==> src/rtl/ring_scan_driver.sv <==
// Seven-segment scan driver timed by a one-hot ring phase.
// Checks every phase step, double-buffers the display word, and blanks the
// display whenever the phase sequence cannot be trusted.
module ring_scan_driver #(
  parameter int unsigned SYNC_LEN = 2,
  parameter int unsigned FCNT_W   = 8
) (
  input  logic              clk,
  input  logic              rst,
  input  logic [0:3]        phase_in,
  input  logic [15:0]       data_in,
  input  logic              data_load,
  input  logic              clear_fault,
  output logic [3:0]        anode_n,
  output logic [6:0]        seg_n,
  output logic              locked,
  output logic              fault_flag,
  output logic [FCNT_W-1:0] fault_cnt
);

  localparam int unsigned SCNT_W = 4;

  typedef enum logic [1:0] {ST_SYNC, ST_RUN, ST_FAULT} state_t;

  state_t            state_q, state_d;
  logic [SCNT_W-1:0] sync_cnt_q, sync_cnt_d;
  logic [0:3]        prev_phase;
  logic [0:3]        succ;
  logic [15:0]       pend_buf, active_buf;
  logic              pend_valid;
  logic              legal, step_ok, boundary, show;
  logic              fault_flag_d;
  logic [FCNT_W-1:0] fault_cnt_d;
  logic [1:0]        dig;
  logic [3:0]        nib;
  logic [6:0]        seg_dec;
  logic [3:0]        anode_d;

  // Phase legality: one-hot, and exactly the successor of last cycle's phase
  always_comb begin
    succ     = {prev_phase[3], prev_phase[0], prev_phase[1], prev_phase[2]};
    legal    = $onehot(phase_in);
    step_ok  = legal && $onehot(prev_phase) && (phase_in == succ);
    boundary = legal && phase_in[0];
  end

  // Digit select, nibble pick, anode pattern and active-low hex decode
  always_comb begin
    dig = 2'd0;
    for (int i = 0; i < 4; i++) begin
      if (phase_in[i]) dig = 2'(i);
      anode_d[i] = ~phase_in[i];
    end
    case (dig)
      2'd0:    nib = active_buf[3:0];
      2'd1:    nib = active_buf[7:4];
      2'd2:    nib = active_buf[11:8];
      default: nib = active_buf[15:12];
    endcase
    case (nib)
      4'h0: seg_dec = 7'h40;
      4'h1: seg_dec = 7'h79;
      4'h2: seg_dec = 7'h24;
      4'h3: seg_dec = 7'h30;
      4'h4: seg_dec = 7'h19;
      4'h5: seg_dec = 7'h12;
      4'h6: seg_dec = 7'h02;
      4'h7: seg_dec = 7'h78;
      4'h8: seg_dec = 7'h00;
      4'h9: seg_dec = 7'h10;
      4'hA: seg_dec = 7'h08;
      4'hB: seg_dec = 7'h03;
      4'hC: seg_dec = 7'h46;
      4'hD: seg_dec = 7'h21;
      4'hE: seg_dec = 7'h06;
      default: seg_dec = 7'h0E;
    endcase
  end

  // Next-state, sync counting, fault bookkeeping and display enable
  always_comb begin
    state_d      = state_q;
    sync_cnt_d   = '0;
    fault_flag_d = fault_flag;
    fault_cnt_d  = fault_cnt;
    show         = 1'b0;
    case (state_q)
      ST_SYNC: begin
        if (step_ok) begin
          if (sync_cnt_q == SCNT_W'(SYNC_LEN - 1)) state_d = ST_RUN;
          else sync_cnt_d = sync_cnt_q + SCNT_W'(1);
        end
      end
      ST_RUN: begin
        if (step_ok) begin
          show = 1'b1;
        end else begin
          state_d      = ST_FAULT;
          fault_flag_d = 1'b1;
          if (fault_cnt != {FCNT_W{1'b1}}) fault_cnt_d = fault_cnt + FCNT_W'(1);
        end
      end
      ST_FAULT: begin
        if (clear_fault) begin
          state_d      = ST_SYNC;
          fault_flag_d = 1'b0;
        end
      end
      default: state_d = ST_SYNC;
    endcase
  end

  // State, status and display registers
  always_ff @(posedge clk) begin
    if (rst) begin
      state_q    <= ST_SYNC;
      sync_cnt_q <= '0;
      prev_phase <= 4'b0000;
      locked     <= 1'b0;
      fault_flag <= 1'b0;
      fault_cnt  <= '0;
      anode_n    <= 4'hF;
      seg_n      <= 7'h7F;
    end else begin
      state_q    <= state_d;
      sync_cnt_q <= sync_cnt_d;
      prev_phase <= phase_in;
      locked     <= (state_d == ST_RUN);
      fault_flag <= fault_flag_d;
      fault_cnt  <= fault_cnt_d;
      anode_n    <= show ? anode_d : 4'hF;
      seg_n      <= show ? seg_dec : 7'h7F;
    end
  end

  // Double buffer: pending word moves to active only on a legal frame boundary
  always_ff @(posedge clk) begin
    if (rst) begin
      pend_buf   <= '0;
      active_buf <= '0;
      pend_valid <= 1'b0;
    end else begin
      if (boundary && pend_valid) active_buf <= pend_buf;
      if (data_load) begin
        pend_buf   <= data_in;
        pend_valid <= 1'b1;
      end else if (boundary) begin
        pend_valid <= 1'b0;
      end
    end
  end

endmodule

==> config.mk <==
export PLATFORM = sky130hd
export DESIGN_NAME = ring_scan_driver
export DESIGN_NICKNAME = d
export VERILOG_FILES = /design/src/rtl/ring_scan_driver.sv
export SDC_FILE = /design/constraint.sdc
export NUM_CORES = 1
export LEC_CHECK = 0
export BUFFER_PORTS_ARGS = -buffer_cell sky130_fd_sc_hd__buf_2
export CORE_MARGIN = 3
export CORE_UTILIZATION = 30
export CTS_CLUSTER_SIZE = 12
export DETAILED_ROUTE_END_ITERATION = 10
export GPL_TIMING_DRIVEN = 0
export PLACE_DENSITY_LB_ADDON = 0.12
export SLEW_MARGIN = 15
export SYNTH_ARGS = -nofsm -noshare
export SYNTH_HDL_FRONTEND = slang
export SYNTH_SLANG_ARGS = --single-unit
==> constraint.sdc <==
create_clock -name clk -period 2.8 [get_ports clk]
set_input_delay 0.14 -clock clk [delete_from_list [all_inputs] [get_ports clk]]
set_output_delay 0.14 -clock clk [all_outputs]
set_load 0.01 [all_outputs]
==> run metrics <==
CTS tree=yes; drt initial violations=64; clock root buffer master=clkbuf_8; # fillers=931; first-pass GRT wire length=approximately 10 mm; EDFF count, synth=0; Placed Cells=roughly 480; PortBufs=between 40 and 50; WP data required=between 3000 and 4000 ps; Design Area, Final=about 0.0035 mm²; WP data arrival=roughly 2900 ps; grt ovf=0; synth cell count leaders=64 x dfxtp_1, 46 x nand2_1, 30 x nor2_1, 29 x a21oi_1; final period utilization=between 90% and 100%; type of element capturing the critical path=flop; placed wire-length estimate=4.53 mm; endpoints failing hold=0; yosys warns=0; vias in the first global route=between 2,000 and 2,500; FMAX=~370 MHz; most frequent cell after synthesis=dfxtp_1; Synth async-reset ratio=0%; Rows=34; result of the run=completed; TritonCTS Buffers=9; Core Footprint=0.00898 mm²; synth unique cells=between 40 and 50; Worst Skew=approximately 14 ps; layout cells sized above 1=22.5%; Final setup viols=0; routed wire length per instance=roughly 12 µm; CTS sink cnt=64; CTS Hold Bufs=0; area share of the largest cell type after synthesis=between 40 and 50%; ANT cells=0; io pins=between 40 and 50; Initial Utilization=31.8%; Slew Limit Fails=0; LEAKAGE=between 1 and 1.5 nW; slew margin rel.=54.7%; Routed WL=~6.1 mm; Worst Path Max Fanout=3; average cell area after synthesis=about 9.1 µm²; gpl congestion=~0.83; Worst IR Drop VDD=roughly 0.23 mV; Detail Route Antenna Nets=0; Die ar.=approximately 0.011 mm²; Synth area leader=dfxtp_1; top cells by area, synth=dfxtp_1 45%, mux2i_1 7.0%, nand2_1 6.1%; Syn Inst Count=around 310; layout overhead on the synthesized area=21.3%; PwrDens=515 mW/mm²; die width=between 100 and 150 µm; Synth Flop Type=dfxtp_1; routed vias/inst=between 4 and 5; Max Cap Violations=0; Layout Utilization=38.5%; mapped cell area=roughly 0.0029 mm²; clock latency at the later pin of the worst-skew pair=between 300 and 400 ps; largest net degree at the start of global routing=13; initial antenna violation count=0; post-synthesis sequential area ratio=44.9%; Crit Path Category=reg2reg; Slew @ Worst Pin=672 ps; fin nets=around 410; Vias=around 2,200; router iterations before antenna repair=4; min Tclk post-route=approximately 2700 ps; Reg clk slew, reported paths=80 ps; startpoint types=flop; Die Span Y=104 µm; Mapped Nets=352; GRT Resource Usage Total=about an eighth; min-delay worst type=in2reg; RSZ-0062 raised after global routing=false; fin cells=500; CTS Buffer Depth=2; DP Area=around 0.0032 mm²; DRC errors left=0; htree depth=3; synthesized flop and latch total=64
==> logic make-up (layout without fill, tap and decap cells) <==
kind of cell | Yosys count | count (layout) | share of synthesized area [%]
mux | 25 | 25 | 11.0
simple gates | 122 | 122 | 20.8
xor+xnor | 6 | 6 | 1.84
compound gates | 49 | 49 | 10.0
fa+ha+maj | 15 | 15 | 7.11
buf+inv | 32 | 93 | 4.34
flops | 64 | 64 | 44.9
==> routing by layer <==
layer / GRT usage (%) / wire, µm / vias to the layer above / share of wire (%)
met2: 17.7 / 2660 / 46 / 44
met4: 5.13 / 110 / 0 / 1.8
met3: 3.61 / 258 / 8 / 4.3
met1: 15.5 / 3030 / 992 / 50
met5: 0 / 0 / - / 0
li1: - / - / 1192 / -
==> worst max-delay path, stage by stage, from the launching register on <==
cell and delay (ps):
dfxtp_2 320, inv_1 50, fa_1 530, inv_1 40, ha_2 170, ha_4 230, nor3b_2 170, and4_4 280
nand2_4 70, or3_4 390, or3_1 310
==> final cells by class <==
class / instances / area [µm²] / area share [%]
multi-input cells: 217 / 1490 / 43.0
well taps: 126 / 158 / 4.56
flip-flops and latches: 64 / 1280 / 37.1
inverters: 20 / 75.1 / 2.17
plain buffers: 12 / 52.6 / 1.52
repair buffers: 45 / 230 / 6.65
clock buffers: 10 / 128 / 3.69
clock inverters: 6 / 45.0 / 1.30
==> worst paths after layout <==
path                                     from       endpoint  slack [ps]  cells after the start
worst max register to register  prev_phase[0]       seg_n[0]         100                     10
worst min register to register  active_buf[1]  active_buf[1]         460                      2
worst min-delay path               data_in[8]    pend_buf[8]          30                      3
worst max-delay path            prev_phase[0]       seg_n[0]         100                     10
==> through the flow <==
stage          power, mW  setup WS (ps)  hold WS [ps]  TNS, ps
6_report            1.78           97.8          30.6        0
5_1_grt             1.87           7.48          13.7        0
4_1_cts             1.81           12.2          8.49        0
3_5_place_dp        1.11           -340           377    -5080
3_3_place_gp        1.10           -351           372    -4910
2_1_floorplan       1.06           68.8           202        0
==> power by group <==
group          leakage (nW)  internal [mW]  switching (mW)
Clock                0.0906          0.325           0.363
Combinational         0.758         0.0639          0.0854
Sequential            0.521          0.931          0.0119
==> layout by cell type (no fill, tap or decap), types with 3 or more instances in the layout <==
| cell | instances |
|---|---|
| a21oi_1 | 29 |
| and3_1 | 3 |
| buf_2 | 45 |
| clkbuf_1 | 7 |
| clkbuf_8 | 9 |
| clkinv_4 | 3 |
| dfxtp_1 | 61 |
| dfxtp_2 | 3 |
| ha_1 | 11 |
| inv_1 | 19 |
| mux2i_1 | 20 |
| nand2_1 | 45 |
| nand3_1 | 12 |
| nor2_1 | 30 |
| nor3_1 | 5 |
| o21ai_0 | 8 |
| o31ai_1 | 3 |
| or4_1 | 5 |
| xnor2_1 | 3 |
| xor2_1 | 3 |
==> registers in the layout, summed over array words and instances, names as in the netlist, 2 cells and up <==
register	cells
active_buf	16
prev_phase	4
sync_cnt_q	4
state_q	2
fault_cnt	8
pend_buf	16
anode_n	4
seg_n	7
==> what timing repair did <==
action                                  CTS  global route
setup buffers                             0             2
endpoints found under the setup margin    5            23
gates resized for setup                   5             9
pin swaps                                 2             5
Note: power is estimated with default switching activity, not from simulation.
